### config.mk
export PLATFORM = sky130hd
export DESIGN_NAME = fetch_queue
export DESIGN_NICKNAME = d
export VERILOG_FILES = /design/src/rtl/fetch_queue.sv
export SDC_FILE = /design/constraint.sdc
export NUM_CORES = 1
export LEC_CHECK = 0
export BUFFER_PORTS_ARGS = -buffer_cell sky130_fd_sc_hd__clkbuf_2
export CAP_MARGIN = 40
export CORE_ASPECT_RATIO = 1.25
export CORE_MARGIN = 2
export CORE_UTILIZATION = 34
export DETAILED_ROUTE_END_ITERATION = 8
export SLEW_MARGIN = 30
export SYNTH_ARGS = -nofsm -noshare
export SYNTH_HDL_FRONTEND = slang
export SYNTH_SLANG_ARGS = --single-unit
export TNS_END_PERCENT = 30
### constraint.sdc
create_clock -name clk -period 2.7 [get_ports clk]
set_input_delay 0.27 -clock clk [delete_from_list [all_inputs] [get_ports clk]]
set_output_delay 0.27 -clock clk [all_outputs]
set_load 0.005 [all_outputs]
### src/rtl/fetch_queue.sv
// fetch_queue
//   DEPTH-entry instruction queue between instruction fetch and decode.
//   Each entry carries {pc, pc_plus_4, instruction}. Fetch may run ahead of
//   decode by up to DEPTH instructions.
//
// Ports
//   clk             rising-edge clock
//   reset           asynchronous, active-low reset (0 = in reset)
//   busywait        global memory stall, freezes all queue state
//   flush           jump/branch redirect, discards every entry
//   in_valid        fetch presents an entry
//   in_ready        queue accepts an entry this cycle
//   in_pc           PC of the fetched instruction
//   in_pc_plus_4    PC+4 of the fetched instruction
//   in_instruction  fetched instruction word
//   out_valid       head entry available to decode
//   out_ready       decode consumes the head this cycle
//   out_pc          head PC (0 when empty)
//   out_pc_plus_4   head PC+4 (0 when empty)
//   out_instruction head instruction (NOP_INSTR when empty)
//   count           number of occupied entries
module fetch_queue #(
    parameter int              XLEN      = 32,
    parameter int              ILEN      = 32,
    parameter int              DEPTH     = 4,
    parameter logic [ILEN-1:0] NOP_INSTR = 32'h00000013,
    parameter int              CW        = $clog2(DEPTH + 1)
) (
    input  logic            clk,
    input  logic            reset,
    input  logic            busywait,
    input  logic            flush,
    input  logic            in_valid,
    output logic            in_ready,
    input  logic [XLEN-1:0] in_pc,
    input  logic [XLEN-1:0] in_pc_plus_4,
    input  logic [ILEN-1:0] in_instruction,
    output logic            out_valid,
    input  logic            out_ready,
    output logic [XLEN-1:0] out_pc,
    output logic [XLEN-1:0] out_pc_plus_4,
    output logic [ILEN-1:0] out_instruction,
    output logic [CW-1:0]   count
);

    localparam int PW = $clog2(DEPTH);
    localparam int EW = 2 * XLEN + ILEN;

    logic [PW-1:0] wr_ptr_reg, wr_ptr_next;
    logic [PW-1:0] rd_ptr_reg, rd_ptr_next;
    logic [CW-1:0] count_reg, count_next;
    logic [EW-1:0] mem [DEPTH];
    logic [EW-1:0] head;
    logic          push;
    logic          pop;

    // Pointers wrap by explicit compare so DEPTH need not be a power of two.
    function automatic logic [PW-1:0] advance(input logic [PW-1:0] p);
        return (p == PW'(DEPTH - 1)) ? '0 : p + PW'(1);
    endfunction

    // in_ready deliberately ignores out_ready: no decode-to-fetch comb path,
    // so a full queue refuses a push even when the head is being popped.
    assign in_ready  = reset & ~busywait & ~flush & (count_reg < CW'(DEPTH));
    assign out_valid = (count_reg != '0) & ~busywait & ~flush;
    assign push      = in_valid & in_ready;
    assign pop       = out_valid & out_ready;
    assign count     = count_reg;

    always_comb begin
        wr_ptr_next = wr_ptr_reg;
        rd_ptr_next = rd_ptr_reg;
        count_next  = count_reg;
        if (flush) begin
            wr_ptr_next = '0;
            rd_ptr_next = '0;
            count_next  = '0;
        end else begin
            // busywait already forces push/pop low, so state simply holds.
            if (push) wr_ptr_next = advance(wr_ptr_reg);
            if (pop)  rd_ptr_next = advance(rd_ptr_reg);
            case ({push, pop})
                2'b10:   count_next = count_reg + CW'(1);
                2'b01:   count_next = count_reg - CW'(1);
                default: count_next = count_reg;
            endcase
        end
    end

    always_ff @(posedge clk or negedge reset) begin
        if (!reset) begin
            wr_ptr_reg <= '0;
            rd_ptr_reg <= '0;
            count_reg  <= '0;
        end else begin
            wr_ptr_reg <= wr_ptr_next;
            rd_ptr_reg <= rd_ptr_next;
            count_reg  <= count_next;
        end
    end

    // Storage is not reset; count gates whether its contents are visible.
    always_ff @(posedge clk) begin
        if (push) begin
            mem[wr_ptr_reg] <= {in_pc, in_pc_plus_4, in_instruction};
        end
    end

    assign head = mem[rd_ptr_reg];

    always_comb begin
        out_pc          = '0;
        out_pc_plus_4   = '0;
        out_instruction = NOP_INSTR;
        if (count_reg != '0) begin
            out_pc          = head[EW-1 -: XLEN];
            out_pc_plus_4   = head[ILEN +: XLEN];
            out_instruction = head[ILEN-1:0];
        end
    end

endmodule

# After elaboration in Yosys (flattened, before gate mapping)
# Memory sizes are Yosys's and may differ from the RTL's.
# Cells that the tools add are included.
dict set report totals {
  ff_bits 7
  mem_bits_rw 384
  input_bits 102
  output_inout_bits 101
  word_cells 39
  memories 1
}
# memory depth width read_ports rd_clocked_by_memory_dff write_ports line
set memory_table {}
lappend memory_table {mem 4 96 1 0 1 52} ;# logic [EW-1:0] mem [DEPTH];
dict set report classes {
  add_sub_neg 4
  order_cmp 1
  n_eq_ne 4
  n_mux 13
  n_bitwise 9
  reduce_logical 4
}
# cell n
set op_table {}
lappend op_table {{32-bit 2-to-1 mux} 3}
lappend op_table {{2-bit 2-to-1 mux} 6}
lappend op_table {{1-bit AND} 7}
lappend op_table {{2-bit == test (second input constant)} 3}
lappend op_table {{3-bit one-hot mux with 2 select lines} 1}
lappend op_table {{3-bit nonzero test} 2}
lappend op_table {{2-bit by 1-bit adder with 2-bit output (second input constant)} 2}
lappend op_table {{2-bit nonzero test} 2}
lappend op_table {{3-bit by 1-bit adder with 3-bit output (second input constant)} 1}
lappend op_table {{3-bit < comparator (second input constant)} 1}
lappend op_table {{3-bit 2-to-1 mux} 1}
lappend op_table {{3-bit by 1-bit subtractor with 3-bit output (second input constant)} 1}
lappend op_table {{2-bit by 1-bit == test with 1-bit output (second input constant)} 1}
lappend op_table {{1-bit 2-to-1 mux} 2}
lappend op_table {{1-bit NOT} 2}

# Logic depth before layout (Yosys ltp)
# Gate-level depths: netlist (run 1).
dict set report depth {
  depth_word 8
  mapped_depth 6
  depth_no_buf 6
}

# Worst setup path after synthesis (run 1)
# No wires, ideal clock.
dict set report synth_timing {
  path_kind {register -> register}
  startpoint {reg count_reg[2], in the netlist count[2]}
  endpoint {mem mem[0][0] in the netlist's numbering (enable)}
  setup_time_ps 412
  arrival_ps 2264
  required_ps 2288
  path_slack_ps 24
  stages_incl_launch_ff 3
  path_buffers 0
  period_less_slack_ps 2676
  path_cell_list {dfrtp_1 > nor4b_4 > and3_2}
}
dict set report synth_between {
  elab_chain_len 5
}
# item line
set synth_lines {}
lappend synth_lines {{from (decl)} 51} ;# logic [CW-1:0] count_reg, count_next;
lappend synth_lines {{from (signal assigned)} 98} ;# count_reg <= count_next;
lappend synth_lines {{3-bit < comparator} 64} ;# assign in_ready = reset & ~busywait & ~flush & (count_reg < CW'(DEPTH));
lappend synth_lines {{1-bit AND} 64}
lappend synth_lines {{net in_ready} 34} ;# output logic in_ready,
lappend synth_lines {{1-bit AND} 66} ;# assign push = in_valid & in_ready;
lappend synth_lines {{1-bit 2-to-1 mux} 104} ;# if (push) begin
lappend synth_lines {{1-bit 2-to-1 mux (not written as such)} 105} ;# mem[wr_ptr_reg] <= {in_pc, in_pc_plus_4, in_instruction};
lappend synth_lines {{to (decl)} 52}
# The timed path passes the listed nets, and every way through them passes these cells.

# Worst setup path in the final report (run 1)
dict set report layout_timing {
  startpoint {reg rd_ptr_reg[0]}
  endpoint {out out_pc[13]}
}
dict set report layout_between {
  elab_chain_len 2
}
# item line
set layout_lines {}
lappend layout_lines {{from (decl)} 50} ;# logic [PW-1:0] rd_ptr_reg, rd_ptr_next;
lappend layout_lines {{from (signal assigned)} 97} ;# rd_ptr_reg <= rd_ptr_next;
lappend layout_lines {{memory read 4 x 96 bit} -}
lappend layout_lines {{32-bit 2-to-1 mux} 115} ;# if (count_reg != '0) begin
lappend layout_lines {{to (decl)} 40} ;# output logic [XLEN-1:0] out_pc,
# Every way passes these cells.

==> results of run 1 <==
## cells in the final DEF (no fill, tap or decap), drive strengths merged
master and count:
nor3 3, or2 3, inv 6, a32oi 1, nand3b 1, clkinvlp 2, a211oi 1, mux4 96
clkinv 14, nor2b 1, clkbuf 252, xor2 1, dfrtp 7, and2 93, edfxtp 384, mux2 1
o21ai 3, nor4b 2, bufinv 3, o211a 1, xnor2 1, o41ai 1, dlygate4sd3 97, and3 5
buf 39, nor3b 2, or3b 1, nor2 3, nand3 2, nand2 3, fa 1, a21oi 1
ha 4, or3 1
## area by class of cell
class / instances / area, um2 / area share [%]
sequential: 391 / 11700 / 60.6
tap: 565 / 707 / 3.66
inverter: 3 / 11.3 / 0.0582
clock inverter: 22 / 190 / 0.983
clock buffer: 50 / 1060 / 5.48
multi-input combinational: 232 / 3110 / 16.1
timing repair buffer: 338 / 2550 / 13.2
## layer usage
metal | global-route usage (%) | up-vias
li1 | - | 3392
met1 | 17.1 | 3931
met4 | 3.89 | 0
met3 | 3.02 | 52
met2 | 23.9 | 171
met5 | 0 | -
## cell usage after synthesis (2+ instances only)
cell type	n
buf_2	11
o21ai_0	3
clkbuf_1	20
dfrtp_1	7
ha_1	4
and2_1	93
and3_2	4
buf_6	2
inv_1	3
nor3_1	3
mux4_2	96
nand2_1	2
nor2_1	3
or2_2	3
nand3_1	2
edfxtp_1	384
## cells by family after synthesis
family | synth area share (%)
AND/OR/NAND/NOR | 5.13
flip-flops | 78.2
buffers and inverters | 1.15
AO/OA/AOI/OAI | 0.401
multiplexers | 14.5
XOR/XNOR | 0.117
adder cells (fa/ha/maj) | 0.468
## repair_timing
action | 4_1_cts | 5_1_grt
endpoints found under the setup margin | 3 | 0
gates resized for setup | 0 | 0
endpoints found under the hold margin | 391 | 0
setup buffers | 2 | 0
hold buffers | 97 | 0
## per-stage QoR
| step | setup slack, ns | util [%] | std cells |
|---|---|---|---|
| after floorplan | 0.0242 | - | 660 |
| after global placement | 0.427 | 39.5 | 1430 |
| after detailed placement | 0.392 | 39.5 | 1430 |
| after CTS | 0.104 | 44.7 | 1601 |
| after global routing | 0.0532 | 44.7 | 1601 |
| final | 0.176 | 44.7 | 1601 |
## power by group
part / switching [mW] / total [mW] / leakage, nW / internal, mW
logic: 0.256 / 0.546 / 2.45 / 0.290
registers: 0.00997 / 6.71 / 3.55 / 6.70
clock network: 2.21 / 5.29 / 0.606 / 3.08
## worst max path at each step
stage | end | depth (start not counted)
2_1_floorplan | mem[0][0] | 2
3_3_place_gp | count[2] | 7
3_5_place_dp | count[2] | 7
4_1_cts | out_pc[13] | 5
5_1_grt | out_pc[13] | 5
6_report | out_pc[13] | 5
==> metrics, run 1 <==
Core Area 43300 um2; Fin Setup TNS 0 ns; Clock transition at path regs 0.06 ns; Synth Instances 660; async set-reset flop share out of synthesis 1.79%; Static Leakage 6.60 nW; highest metal used met4; layout cells sized above 1 39.1%; Slowest-stage cell, CP mux4_2; max cap viols 0; Yosys top cell area share 77.0%; Buf/Inv on CP 3; IO Count 203; VDD IR max 0.427 mV; synth-to-layout area growth 29.2%; post-synth net total 767; vias in the first global route 8369; final setup fails 0; hold crit path type primary input to register; Die X 192 um; CP Launch Type register; WL met1 12.8 mm; relative slew slack 61.9%; final worst-path cycle share 93.5%; vias per cell 4.71; YS warnings 0; HP Start flush; R2R setup slack 0.45 ns; final hold vios 0; drt total wl 31.0 mm; ys flop type edfxtp_1; R2R cell count 6; WL met3 1.46 mm; status completed; total grt overflow 0; sequential share of the synthesized area 78.2%; die height 239 um; DR DRC count 0; Rows 85; synthesized area per cell 22.7 um2; hold endpoint wr_ptr_reg[1]; CP arrival 2.25 ns; nets 1113; DRT Pass-1 Iters 4; PD cells 649 nW/um2; Filler cells 3725; number of synthesized register bits 391; clk sink count 391; # diodes 0; clock buffer depth 3; pin count of the biggest net entering global routing 50; CP Cell Sequence buf_12 -> buf_4 -> mux4_2 -> and2_1 -> clkbuf_2; initial core utilization 34.6%; number of synthesized flops with an enable pin 384; critical path's top delay family buffers and inverters; largest cells by area after synthesis edfxtp_1, mux4_2, and2_1; dpl hpwl 19.4 mm; die area 45700 um2; remaining antenna violation count after routing 0; routed length per instance 19.4 um; Tot Pwr 12.5 mW; RR Endpoint count[2]; CTS Buf Count 40; library cells used by synthesis 36; Final min period 2.52 ns; routability cong. 0.731; worst endpoint required time 2.43 ns; first-pass GRT wire length 47.2 mm; Fin Hold WS 0.119 ns; CTS tree done; max incr delay on CP 0.51 ns; max reg flops 384; Slew Viols, Final 0; critical path class register to output port; met2 WL 16.1 mm; final instance area 19300 um2; via count 7546; hold path depth 2; clock skew 0.00983 ns; H-Tree Depth 2; Placed Area 17100 um2; RSZ-0062 raised after global routing no; CP max FO 21; port bufs 202; insertion delay to the later sink of the worst-skew pair 0.53 ns; Worst Setup SP rd_ptr_reg[0]; 1st-iter DRT viols 332; area leader, netlist edfxtp_1; FMAX 396 MHz; CTS Root Cell clkbuf_16; initial antenna violation count 1; Mapped Area 15000 um2; Critical Path End Type output port; FF-to-FF Start count[2]; GRT Util Overall 13.7%; Slew @ Worst Pin 0.571 ns
No activity file was read; power rests on OpenSTA's default activity.
==> run 2: changes to the inputs <==
Settings changed: MAX_ROUTING_LAYER set to met4.
==> metrics, run 2 (synthesis gave the netlist of run 1 again) <==
Static Leakage 6.60 nW; clock skew 0.0113 ns; status completed; max reg flops 384; pin count of the biggest net entering global routing 50; Slew Viols, Final 0; commonest cells after routing, fill and taps aside edfxtp_1, clkbuf_2, dlygate4sd3_1, mux4_2, and2_1; 1st-iter DRT viols 343; initial antenna violation count 1; FMAX 397 MHz; Clock transition at path regs 0.06 ns; die area 45700 um2; commonest non-fill, non-tap cell in the layout edfxtp_1; dpl hpwl 19.4 mm; vias per cell 4.71; PostCTS Resize Cnt 0; Critical Path End Type output port; IO Count 203; hold crit path type primary input to register; CTS Buf Count 40; R2R cell count 6; Int Pwr 10.1 mW; nets 1113; RSZ-0062 raised after global routing no; Fin Setup TNS 0 ns; layout cells sized above 1 39.1%; Core Area 43300 um2; DR DRC count 0; Psw 2.48 mW; DRT Pass-1 Iters 4; Comb power frac 4.4%; R2R setup slack 0.45 ns; synth-to-layout area growth 29.2%; HP Start flush; final worst-path cycle share 93.4%; CP max FO 21; die height 239 um; clk sink count 391; Rows 85; VDD IR max 0.429 mV; CP arrival 2.25 ns; critical path class register to output port; routability cong. 0.740; PD cells 649 nW/um2; port bufs 202; clock share of power 42.2%; insertion delay to the later sink of the worst-skew pair 0.53 ns; total grt overflow 0; initial core utilization 34.6%; Slew @ Worst Pin 0.573 ns; first-pass GRT wire length 47.2 mm; RR Endpoint count[2]; Final min period 2.52 ns; vias in the first global route 8365; # diodes 0; Die X 192 um; FF-to-FF Start count[2]; routed length per instance 19.4 um; final hold vios 0; dpl cells 1430; GRT Util Overall 14.1%; max cap viols 0; drt total wl 31.0 mm; hold endpoint wr_ptr_reg[1]; CP Launch Type register; CTS Root Cell clkbuf_16; Post-Layout Cell Count 1601; H-Tree Depth 2; hold path depth 2; sw frac 19.8%; CTS tree done; worst endpoint required time 2.43 ns; clock buffer depth 3; remaining antenna violation count after routing 0; relative slew slack 61.8%; register share of total power 53.5%; via count 7544; final setup fails 0
-- run 2: how the worst max path moves through the flow --
stage / startpoint / end / slack, ns / cells after the start
2_1_floorplan: count[2] / mem[0][0] / 0.02 / 2
3_3_place_gp: flush / count[2] / 0.43 / 7
3_5_place_dp: flush / count[2] / 0.39 / 7
4_1_cts: rd_ptr_reg[0] / out_pc[13] / 0.10 / 5
5_1_grt: rd_ptr_reg[0] / out_pc[13] / 0.05 / 5
6_report: rd_ptr_reg[0] / out_pc[13] / 0.18 / 5
-- run 2: through the flow --
step / cell area (um2) / power (mW) / utilization [%] / hold WS (ns) / worst slack (ns)
4_1_cts: 19300 / 12.7 / 44.7 / 0.0771 / 0.104
3_3_place_gp: 17100 / 7.27 / 39.5 / 0.130 / 0.427
2_1_floorplan: 15000 / 7.00 / - / -0.0256 / 0.0242
3_5_place_dp: 17100 / 7.28 / 39.5 / 0.125 / 0.392
6_report: 19300 / 12.5 / 44.7 / 0.115 / 0.179
5_1_grt: 19300 / 13.0 / 44.7 / 0.110 / 0.0546
-- run 2: power groups by stage --
stage	clock [mW]	combinational, mW	sequential (mW)
3_5_place_dp	0	0.438	6.84
2_1_floorplan	0	0.163	6.84
3_3_place_gp	0	0.428	6.84
6_report	5.29	0.546	6.71
4_1_cts	5.45	0.560	6.71
5_1_grt	5.67	0.602	6.71
-- run 2: critical path, cell delays in order (launching register included) --
cell and delay [ns]:
dfrtp_4 0.47, buf_12 0.22, buf_4 0.22, mux4_2 0.51, and2_1 0.18, clkbuf_2 0.11
-- run 2: area by class of cell --
| class | count | area [um2] |
|---|---|---|
| well taps | 565 | 707 |
| fillers | 3725 | 23900 |
| clock buffers | 50 | 1060 |
| inverters | 3 | 11.3 |
| flip-flops and latches | 391 | 11700 |
| clock inverters | 22 | 190 |
| repair buffers | 338 | 2550 |
| multi-input cells | 232 | 3110 |
-- run 2: layer usage --
layer / track usage [%] / vias up / share of wire, %
met4: 3.89 / 0 / 2.0
met1: 17.2 / 3936 / 42
met3: 2.82 / 51 / 4.3
li1: - / 3389 / -
met5: - / - / 0
met2: 23.9 / 168 / 52
-- run 2: what timing repair did --
| action | in CTS | in global routing |
|---|---|---|
| setup buffers | 2 | 0 |
| hold buffers | 97 | 0 |
| endpoints found under the setup margin | 3 | 0 |
| endpoints found under the hold margin | 391 | 0 |
